==> src/rtl/ctrl_sequencer.sv <==
// ctrl_sequencer: multi-cycle fetch/decode/execute sequencer for the 9-bit core.
// Owns the PC, drives datapath enables, and runs data_mem req/ack with a timeout.
module ctrl_sequencer #(
    parameter int PC_W        = 10,
    parameter int MEM_TIMEOUT = 15
) (
    input  logic            clk,
    input  logic            reset,
    input  logic            start,
    input  logic [8:0]      inst_i,
    input  logic [PC_W-1:0] pc_target_i,
    input  logic            alu_zero_i,
    input  logic            mem_ack_i,
    output logic [PC_W-1:0] pc_o,
    output logic [8:0]      ir_o,
    output logic            reg_we_o,
    output logic [1:0]      wb_sel_o,
    output logic            carry_en_o,
    output logic            mem_req_o,
    output logic            mem_we_o,
    output logic            done_o,
    output logic            err_o,
    output logic [15:0]     retired_o
);
    typedef enum logic [2:0] {IDLE, FETCH, DECODE, EXEC, MEM, WB, DONE} state_t;
    localparam logic [2:0] OP_ALU = 3'd0, OP_LDI = 3'd1, OP_LD = 3'd2, OP_ST = 3'd3,
                           OP_BZ  = 3'd4, OP_BR  = 3'd5, OP_NOP = 3'd6;
    localparam logic [7:0] TMO_LAST = 8'(MEM_TIMEOUT - 1);

    state_t          state_q, state_d;
    logic [PC_W-1:0] pc_q, pc_d, pc_inc;
    logic [8:0]      ir_q, ir_d;
    logic [15:0]     ret_q, ret_d;
    logic [7:0]      tmo_q, tmo_d;
    logic            err_q, err_d, retire, clr;
    logic [2:0]      op;

    assign op     = ir_q[8:6];
    assign pc_inc = pc_q + PC_W'(1);

    always_comb begin
        state_d    = state_q;
        pc_d       = pc_q;
        ir_d       = ir_q;
        tmo_d      = tmo_q;
        err_d      = err_q;
        retire     = 1'b0;
        clr        = 1'b0;
        reg_we_o   = 1'b0;
        wb_sel_o   = 2'b00;
        carry_en_o = 1'b0;
        mem_req_o  = 1'b0;
        mem_we_o   = 1'b0;
        case (state_q)
            IDLE:   if (start) state_d = FETCH;
            FETCH:  begin
                ir_d    = inst_i;
                state_d = DECODE;
            end
            DECODE: state_d = EXEC;
            EXEC:   begin
                state_d = FETCH;
                retire  = 1'b1;
                tmo_d   = '0;
                case (op)
                    OP_ALU: begin
                        reg_we_o   = 1'b1;
                        carry_en_o = 1'b1;
                        pc_d       = pc_inc;
                    end
                    OP_LDI: begin
                        reg_we_o = 1'b1;
                        wb_sel_o = 2'b01;
                        pc_d     = pc_inc;
                    end
                    OP_LD, OP_ST: begin
                        state_d = MEM;
                        retire  = 1'b0;
                    end
                    OP_BZ:  pc_d = alu_zero_i ? pc_target_i : pc_inc;
                    OP_BR:  pc_d = pc_target_i;
                    OP_NOP: pc_d = pc_inc;
                    default: state_d = DONE;
                endcase
            end
            MEM:    begin
                mem_req_o = 1'b1;
                mem_we_o  = (op == OP_ST);
                if (mem_ack_i) begin
                    state_d = (op == OP_ST) ? FETCH : WB;
                    retire  = (op == OP_ST);
                    pc_d    = (op == OP_ST) ? pc_inc : pc_q;
                end else if (tmo_q == TMO_LAST) begin
                    err_d   = 1'b1;
                    state_d = DONE;
                end else begin
                    tmo_d = tmo_q + 8'd1;
                end
            end
            WB:     begin
                reg_we_o = 1'b1;
                wb_sel_o = 2'b10;
                pc_d     = pc_inc;
                retire   = 1'b1;
                state_d  = FETCH;
            end
            DONE:   if (start) begin
                clr     = 1'b1;
                pc_d    = '0;
                err_d   = 1'b0;
                state_d = FETCH;
            end
            default: state_d = IDLE;
        endcase
        ret_d = clr ? 16'd0 : (retire && ret_q != 16'hFFFF) ? ret_q + 16'd1 : ret_q;
    end

    // mem_req_o decodes state_q, so the async reset drops it without a clock edge
    always_ff @(posedge clk or negedge reset) begin
        if (!reset) begin
            state_q <= IDLE;
            pc_q    <= '0;
            ir_q    <= '0;
            ret_q   <= '0;
            tmo_q   <= '0;
            err_q   <= 1'b0;
        end else begin
            state_q <= state_d;
            pc_q    <= pc_d;
            ir_q    <= ir_d;
            ret_q   <= ret_d;
            tmo_q   <= tmo_d;
            err_q   <= err_d;
        end
    end

    assign pc_o      = pc_q;
    assign ir_o      = ir_q;
    assign done_o    = (state_q == DONE);
    assign err_o     = err_q;
    assign retired_o = ret_q;
endmodule
==> config.mk <==
export PLATFORM = sky130hd
export DESIGN_NAME = ctrl_sequencer
export DESIGN_NICKNAME = d
export VERILOG_FILES = /design/src/rtl/ctrl_sequencer.sv
export SDC_FILE = /design/constraint.sdc
export NUM_CORES = 1
export LEC_CHECK = 0
export CAP_MARGIN = 20
export CORE_AREA = 2 2 68 86
export CTS_BUF_LIST = sky130_fd_sc_hd__clkbuf_16
export CTS_CLUSTER_DIAMETER = 40
export CTS_CLUSTER_SIZE = 14
export DETAILED_ROUTE_END_ITERATION = 10
export DIE_AREA = 0 0 70 88
export GPL_ROUTABILITY_DRIVEN = 0
export PLACE_DENSITY = 0.81
export SLEW_MARGIN = 25
export SYNTH_ARGS = -nofsm -noshare
export SYNTH_HDL_FRONTEND = slang
export SYNTH_SLANG_ARGS = --single-unit
==> constraint.sdc <==
create_clock -name clk -period 3 [get_ports clk]
set_input_delay 0.6 -clock clk [delete_from_list [all_inputs] [get_ports clk]]
set_output_delay 0.6 -clock clk [all_outputs]
set_load 0.02 [all_outputs]
==> results.tsv, run 1 <==
stage	metric	value	unit
place	dpl_cell_area	0.00339	sq mm
floorplanning	start_util	50.4	%
status	outcome	finished clean	
floorplanning	io_pins	67	
final_layout	antenna_cells	0	
cts	cts_resized	0	
route	vias	2456	
grt	grt_pass1_vias	2351	
timing	rsz0062_at_grt	no	
worst_setup_path	cp-start-kind	flop	
flow_run	cap_violations	0	
pwr	seqPwrFrac	33.1	%
pwr	p_int	1.92	mW
synthesis	synth.yosys.seq_area_share	43.8	%
floorplanning	die_w	70	um
floorplanning	die_h	88	um
floorplanning	rows	30	
cts	clk_pin_slew	0.07	ns
grt	grt_max_degree	27	
timing	min_period_over_period	93.5	%
pwr	swShare	42.7	%
worst_setup_path	crit_buf_inv	1	
synthesis	syn_inst	284	
route	routed_wirelength	6.42	mm
synthesis	syn_area	0.00268	sq mm
worst_setup_path	worst_path_max_delay_cell	clkdlybuf4s50_1	
cts	cts_made_buffers	5	
route	wire_per_inst	15.4	um
pwr	combPwrFrac	50.6	%
synthesis	postSynth.asyncResetShare	100	%
final_layout	stdcell_area	0.00353	sq mm
place	dp.cells	408	
timing	worst_pin_slew	0.846	ns
cts	cts_tree	yes	
timing	fin_ws	0.195	ns
pwr	power_density	948	mW/mm^2
place	post-place-ws	0.442	ns
final_layout	nFillCells	441	
synthesis	ys_warn_count	0	
synthesis	synth_nets	312	
timing	final_hold_viol_count	0	
timing	fin_worst_skew	0.00450	ns
timing	setup_violations	0	
grt	antenna_found_initial	0	
final_layout	fin_util	66.3	%
grt	grt_pass1_wl	10.6	mm
synthesis	yosys_register_bits	47	
grt	overflow	0	
floorplanning	core	0.00533	sq mm
place	io_buffer_count	66	
timing	fmax	357	MHz
pwr	clkPwrFrac	16.3	%
worst_setup_path	cp.required	2.40	ns
cts	postCtsSetupBuffers	0	
worst_setup_path	crit_family	buffers and inverters	
floorplanning	dieArea	0.00616	sq mm
final_layout	layout.cells.non_filler	416	
timing	final_max_slew_viol_count	0	
cts	hold_buffers	0	
cts	insertion_delay	0.28	ns
worst_setup_path	worst_setup_path_end_kind	primary output	
grt	grt_usage	21.2	%
timing	period_minus_slack	2.81	ns
cts	cts_sinks	47	
pwr	leakage	1.43	nW
synthesis	ys.flop_type	dfrtp_1	
route	ant_nets	0	
route	drc_errors	0	
pwr	power.total	3.35	mW
route	dr.pass1.iters	4	
route	drt-initial-drc-count	122	
worst_setup_path	crit_chain	nand3b_1, or3_1, o21ai_0, clkdlybuf4s50_1	
timing	whs	0.266	ns
final_layout	final_layout_size_suffix_gt1_share	8.81	%
synthesis	synth.distinct_cells	55	
synthesis	syn_area_per_cell	9.45	sq um
worst_setup_path	crit_arrival	2.21	ns
hold_path	hp-class	in -> async	
timing	slew_headroom	43.2	%
cts	cts_buffer_depth	2	
final_layout	syn2layout_area_growth	31.7	%
cts	cts_max_level	2	
timing	fin_tns_setup	0	ns
route	via_per_inst	5.90	
final_layout	fin_nets	379	
worst_setup_path	max_stage_delay	0.65	ns
place	hpwl	4.68	mm
pwr	irDropWorstVdd	0.656	mV
cts	cts_root_buf	clkbuf_16	
pwr	switching_power	1.43	mW
synthesis	synth-edff-count	0	
worst_setup_path	crit_fanout	13	
worst_setup_path	crit_type	reg -> out	
==> cell type report <==
class | instances | area [sq um] | share of cell area, %
well taps | 64 | 80.1 | 2.27
inverters | 15 | 56.3 | 1.59
clock inverters | 3 | 20.0 | 0.566
flip-flops and latches | 47 | 1180 | 33.3
multi-input cells | 210 | 1380 | 38.9
repair buffers | 72 | 701 | 19.8
clock buffers | 5 | 125 | 3.54
==> final timing paths <==
kind / startpoint / end / slack [ns] / depth (start not counted)
worst max-delay path: state_q[1]$_DFFE_PN0P_ / reg_we_o / 0.19 / 4
worst min-delay path: reset / retired_o[9]$_DFFE_PN0P_ / 0.27 / 1
worst max register to register: ir_o[8]$_DFFE_PN0P_ / pc_o[7]$_DFFE_PN0P_ / 0.96 / 5
worst min register to register: ir_o[5]$_DFFE_PN0P_ / ir_o[5]$_DFFE_PN0P_ / 0.51 / 1
max in group asynchronous: reset / state_q[2]$_DFFE_PN0P_ / 2.01 / 2
min in group clk: ir_o[5]$_DFFE_PN0P_ / ir_o[5]$_DFFE_PN0P_ / 0.51 / 1
==> cells by family after synthesis <==
logic type / after synthesis / share of synthesized area (%)
simple gates: 112 / 22.5
compound gates: 74 / 19.5
buf+inv: 27 / 4.89
flops: 47 / 43.8
xor+xnor: 8 / 2.61
fa+ha+maj: 4 / 1.86
mux: 12 / 4.80
==> cell usage in the layout, fill, tap and decap left out, types with 3 or more instances in the layout <==
cell type / synthesis / final
clkdlybuf4s50_1: 0 / 65
dfrtp_1: 47 / 47
nor2_1: 29 / 29
nand2_1: 18 / 18
o21ai_0: 16 / 16
nand3_1: 16 / 16
inv_1: 15 / 15
a21oi_1: 12 / 12
nor3_1: 9 / 9
nand4_1: 8 / 8
and3_1: 7 / 7
mux2_2: 7 / 7
o31ai_1: 7 / 7
xor2_1: 7 / 7
o211ai_1: 6 / 6
buf_4: 3 / 6
mux2i_1: 5 / 5
clkbuf_16: 0 / 5
or3_1: 4 / 4
o22ai_1: 4 / 4
a32oi_1: 4 / 4
o2bb2ai_1: 4 / 4
ha_1: 4 / 4
nand2b_1: 3 / 3
nor2b_1: 3 / 3
nor4_1: 3 / 3
==> power groups by stage <==
stage	Sequential [mW]	Combinational (mW)	Clock [mW]
global route	1.15	1.85	0.586
detailed placement	1.12	1.70	0
CTS	1.11	1.71	0.562
global placement	1.11	1.67	0
floorplan	1.24	0.951	0
finish	1.11	1.70	0.548
==> sequential cells by signal (all words and copies together) (netlist names) <==
register	cells
err_o	1
ir_o	9
pc_o	10
retired_o	16
state_q	3
tmo_q	8
==> Yosys cell counts, types with 5 or more instances <==
library cell | number | area [sq um]
dfrtp_1 | 47 | 1180
nor2_1 | 29 | 109
nand2_1 | 18 | 67.6
nand3_1 | 16 | 80.1
o21ai_0 | 16 | 80.1
inv_1 | 15 | 56.3
a21oi_1 | 12 | 60.1
nor3_1 | 9 | 45.0
nand4_1 | 8 | 50.1
and3_1 | 7 | 43.8
mux2_2 | 7 | 78.8
o31ai_1 | 7 | 52.6
xor2_1 | 7 | 61.3
o211ai_1 | 6 | 45.0
mux2i_1 | 5 | 50.1
==> routing by layer <==
metal | up-vias | global-route usage, % | part of all wire [%]
li1 | 1189 | - | -
met1 | 1196 | 26.4 | 43
met2 | 67 | 36.6 | 50
met3 | 4 | 5.18 | 5.7
met4 | 0 | 6.99 | 0.83
met5 | - | 0 | 0
(Power assumes the default switching activity.)
==> run 2: changes to the inputs <==
RECOVER_POWER = 50   (was default)
TNS_END_PERCENT = 1   (was default)
==> run 2 against run 1 <==
Register-to-register slack got worse by 0.29 ns. Sequential cell count unchanged. Utilization decreased by 0.56 points. Wire length decreased by 0.37%. Final area decreased by 0.85%. Critical path depth unchanged. Die area unchanged. Power decreased by 1.4%. Global-route usage unchanged. Worst setup slack improved by 0.0082 ns. Sequential power about the same.
==> results.tsv, run 2 (same netlist as run 1, synthesis figures left out) <==
stage	metric	value	unit
status	outcome	finished clean	
worst_setup_path	max_stage_delay	0.65	ns
pwr	irDropWorstVdd	0.605	mV
pwr	switching_power	1.42	mW
route	drc_errors	0	
final_layout	fin_util	65.8	%
cts	cts_made_buffers	5	
cts	cts_buffer_depth	2	
timing	worst_pin_slew	1.14	ns
floorplanning	die_h	88	um
grt	grt_pass1_wl	10.6	mm
cts	cts_resized	0	
final_layout	nFillCells	448	
timing	fin_worst_skew	0.00403	ns
pwr	clkPwrFrac	16.6	%
timing	period_minus_slack	2.80	ns
worst_setup_path	crit_start	state_q[2]$_DFFE_PN0P_	
final_layout	final_layout_size_suffix_gt1_share	7.39	%
final_layout	largest_reg_flops	16	
place	io_buffer_count	66	
final_layout	stdcell_area	0.00350	sq mm
worst_setup_path	crit_type	reg -> out	
cts	cts_tree	yes	
worst_setup_path	cp.required	2.40	ns
final_layout	fin_nets	379	
grt	grt_pass1_vias	2351	
grt	overflow	0	
worst_setup_path	cp-start-kind	flop	
route	via_per_inst	5.91	
route	ant_nets	0	
final_layout	antenna_cells	0	
timing	fin_tns_setup	0	ns
worst_setup_path	crit_arrival	2.20	ns
final_layout	syn2layout_area_growth	30.6	%
pwr	power_density	943	mW/mm^2
hold_path	hold_start	ir_o[5]$_DFFE_PN0P_	
floorplanning	core	0.00533	sq mm
pwr	leakage	1.42	nW
floorplanning	die_w	70	um
cts	cts_max_level	2	
pwr	seqPwrFrac	33.3	%
floorplanning	rows	30	
pwr	p_int	1.89	mW
route	routed_wirelength	6.39	mm
floorplanning	start_util	50.4	%
worst_setup_path	worst_setup_path_end_kind	primary output	
timing	rsz0062_at_grt	no	
grt	antenna_found_initial	0	
cts	postCtsSetupBuffers	0	
timing	final_max_slew_viol_count	0	
cts	clk_pin_slew	0.07	ns
pwr	swShare	42.9	%
hold_path	hp-class	reg -> reg	
floorplanning	dieArea	0.00616	sq mm
floorplanning	io_pins	67	
timing	min_period_over_period	93.2	%
place	post-place-ws	0.442	ns
worst_setup_path	crit_fanout	13	
timing	slew_headroom	23.7	%
timing	fmax	358	MHz
place	hpwl	4.68	mm
grt	grt_max_degree	27	
worst_setup_path	worst_path_max_delay_cell	clkdlybuf4s50_1	
flow_run	cap_violations	0	
worst_setup_path	r2r_start	state_q[0]$_DFFE_PN0P_	
place	dpl_cell_area	0.00339	sq mm
route	dr.pass1.iters	4	
route	wire_per_inst	15.4	um
route	drt-initial-drc-count	114	
cts	hold_buffers	0	
cts	cts_root_buf	clkbuf_16	
timing	fin_ws	0.203	ns
pwr	power.total	3.30	mW
grt	grt_usage	21.2	%
timing	setup_violations	0	
final_layout	final_common_cell	clkdlybuf4s50_1	
pwr	combPwrFrac	50.1	%
final_layout	layout_common_cells	clkdlybuf4s50_1, dfrtp_1, nor2_1	
route	vias	2457	
timing	final_hold_viol_count	0	
cts	cts_sinks	47	
cts	insertion_delay	0.29	ns
worst_setup_path	crit_chain	nand3b_1, or3_1, o21ai_0, clkdlybuf4s50_1	
run 2: worst max-delay path, delay by kind of cell (launching register included):
kind	cells	cell delay (ns)
AND/OR/NAND/NOR	2	0.68
buffers and inverters	1	0.65
flip-flops	1	0.49
AO/OA/AOI/OAI	1	0.10
run 2: power groups by stage:
stage | registers (mW) | logic [mW] | clock network, mW
floorplan | 1.24 | 0.951 | 0
global placement | 1.11 | 1.67 | 0
detailed placement | 1.12 | 1.70 | 0
CTS | 1.11 | 1.71 | 0.562
global route | 1.14 | 1.81 | 0.586
finish | 1.10 | 1.66 | 0.549
run 2: final timing paths:
check                                            to  slack [ns]  cells after the start
max                                        reg_we_o        0.20                      4
min                             ir_o[5]$_DFFE_PN0P_        0.50                      1
max reg2reg                     pc_o[6]$_DFFE_PN0P_        0.67                      5
min reg2reg                     ir_o[5]$_DFFE_PN0P_        0.50                      1
max in group asynchronous    state_q[2]$_DFFE_PN0P_        1.22                      2
min in group asynchronous  retired_o[9]$_DFFE_PN0P_        0.52                      1
run 2: metal layers:
metal  wire, um  GRT usage, %  vias up  share of wire, %
met5          0             0        -                 0
met4         63          6.99        0              0.99
met1       2750          26.4     1202                43
met2       3240          36.6       56                51
li1           -             -     1194                 -
met3        343          5.18        5               5.4
run 2: area by class of cell:
| class | count | area (sq um) | area share [%] |
|---|---|---|---|
| repair buffers | 72 | 686 | 19.6 |
| flip-flops and latches | 47 | 1180 | 33.6 |
| clock inverters | 3 | 20.0 | 0.571 |
| multi-input cells | 210 | 1360 | 38.8 |
| clock buffers | 5 | 125 | 3.57 |
| inverters | 15 | 56.3 | 1.61 |
| well taps | 64 | 80.1 | 2.28 |
run 2: per-stage QoR:
| stage | instances | hold WS [ns] |
|---|---|---|
| after floorplan | 284 | 0.304 |
| after global placement | 408 | 0.490 |
| after detailed placement | 408 | 0.495 |
| after CTS | 416 | 0.282 |
| after global routing | 416 | 0.518 |
| final | 416 | 0.501 |
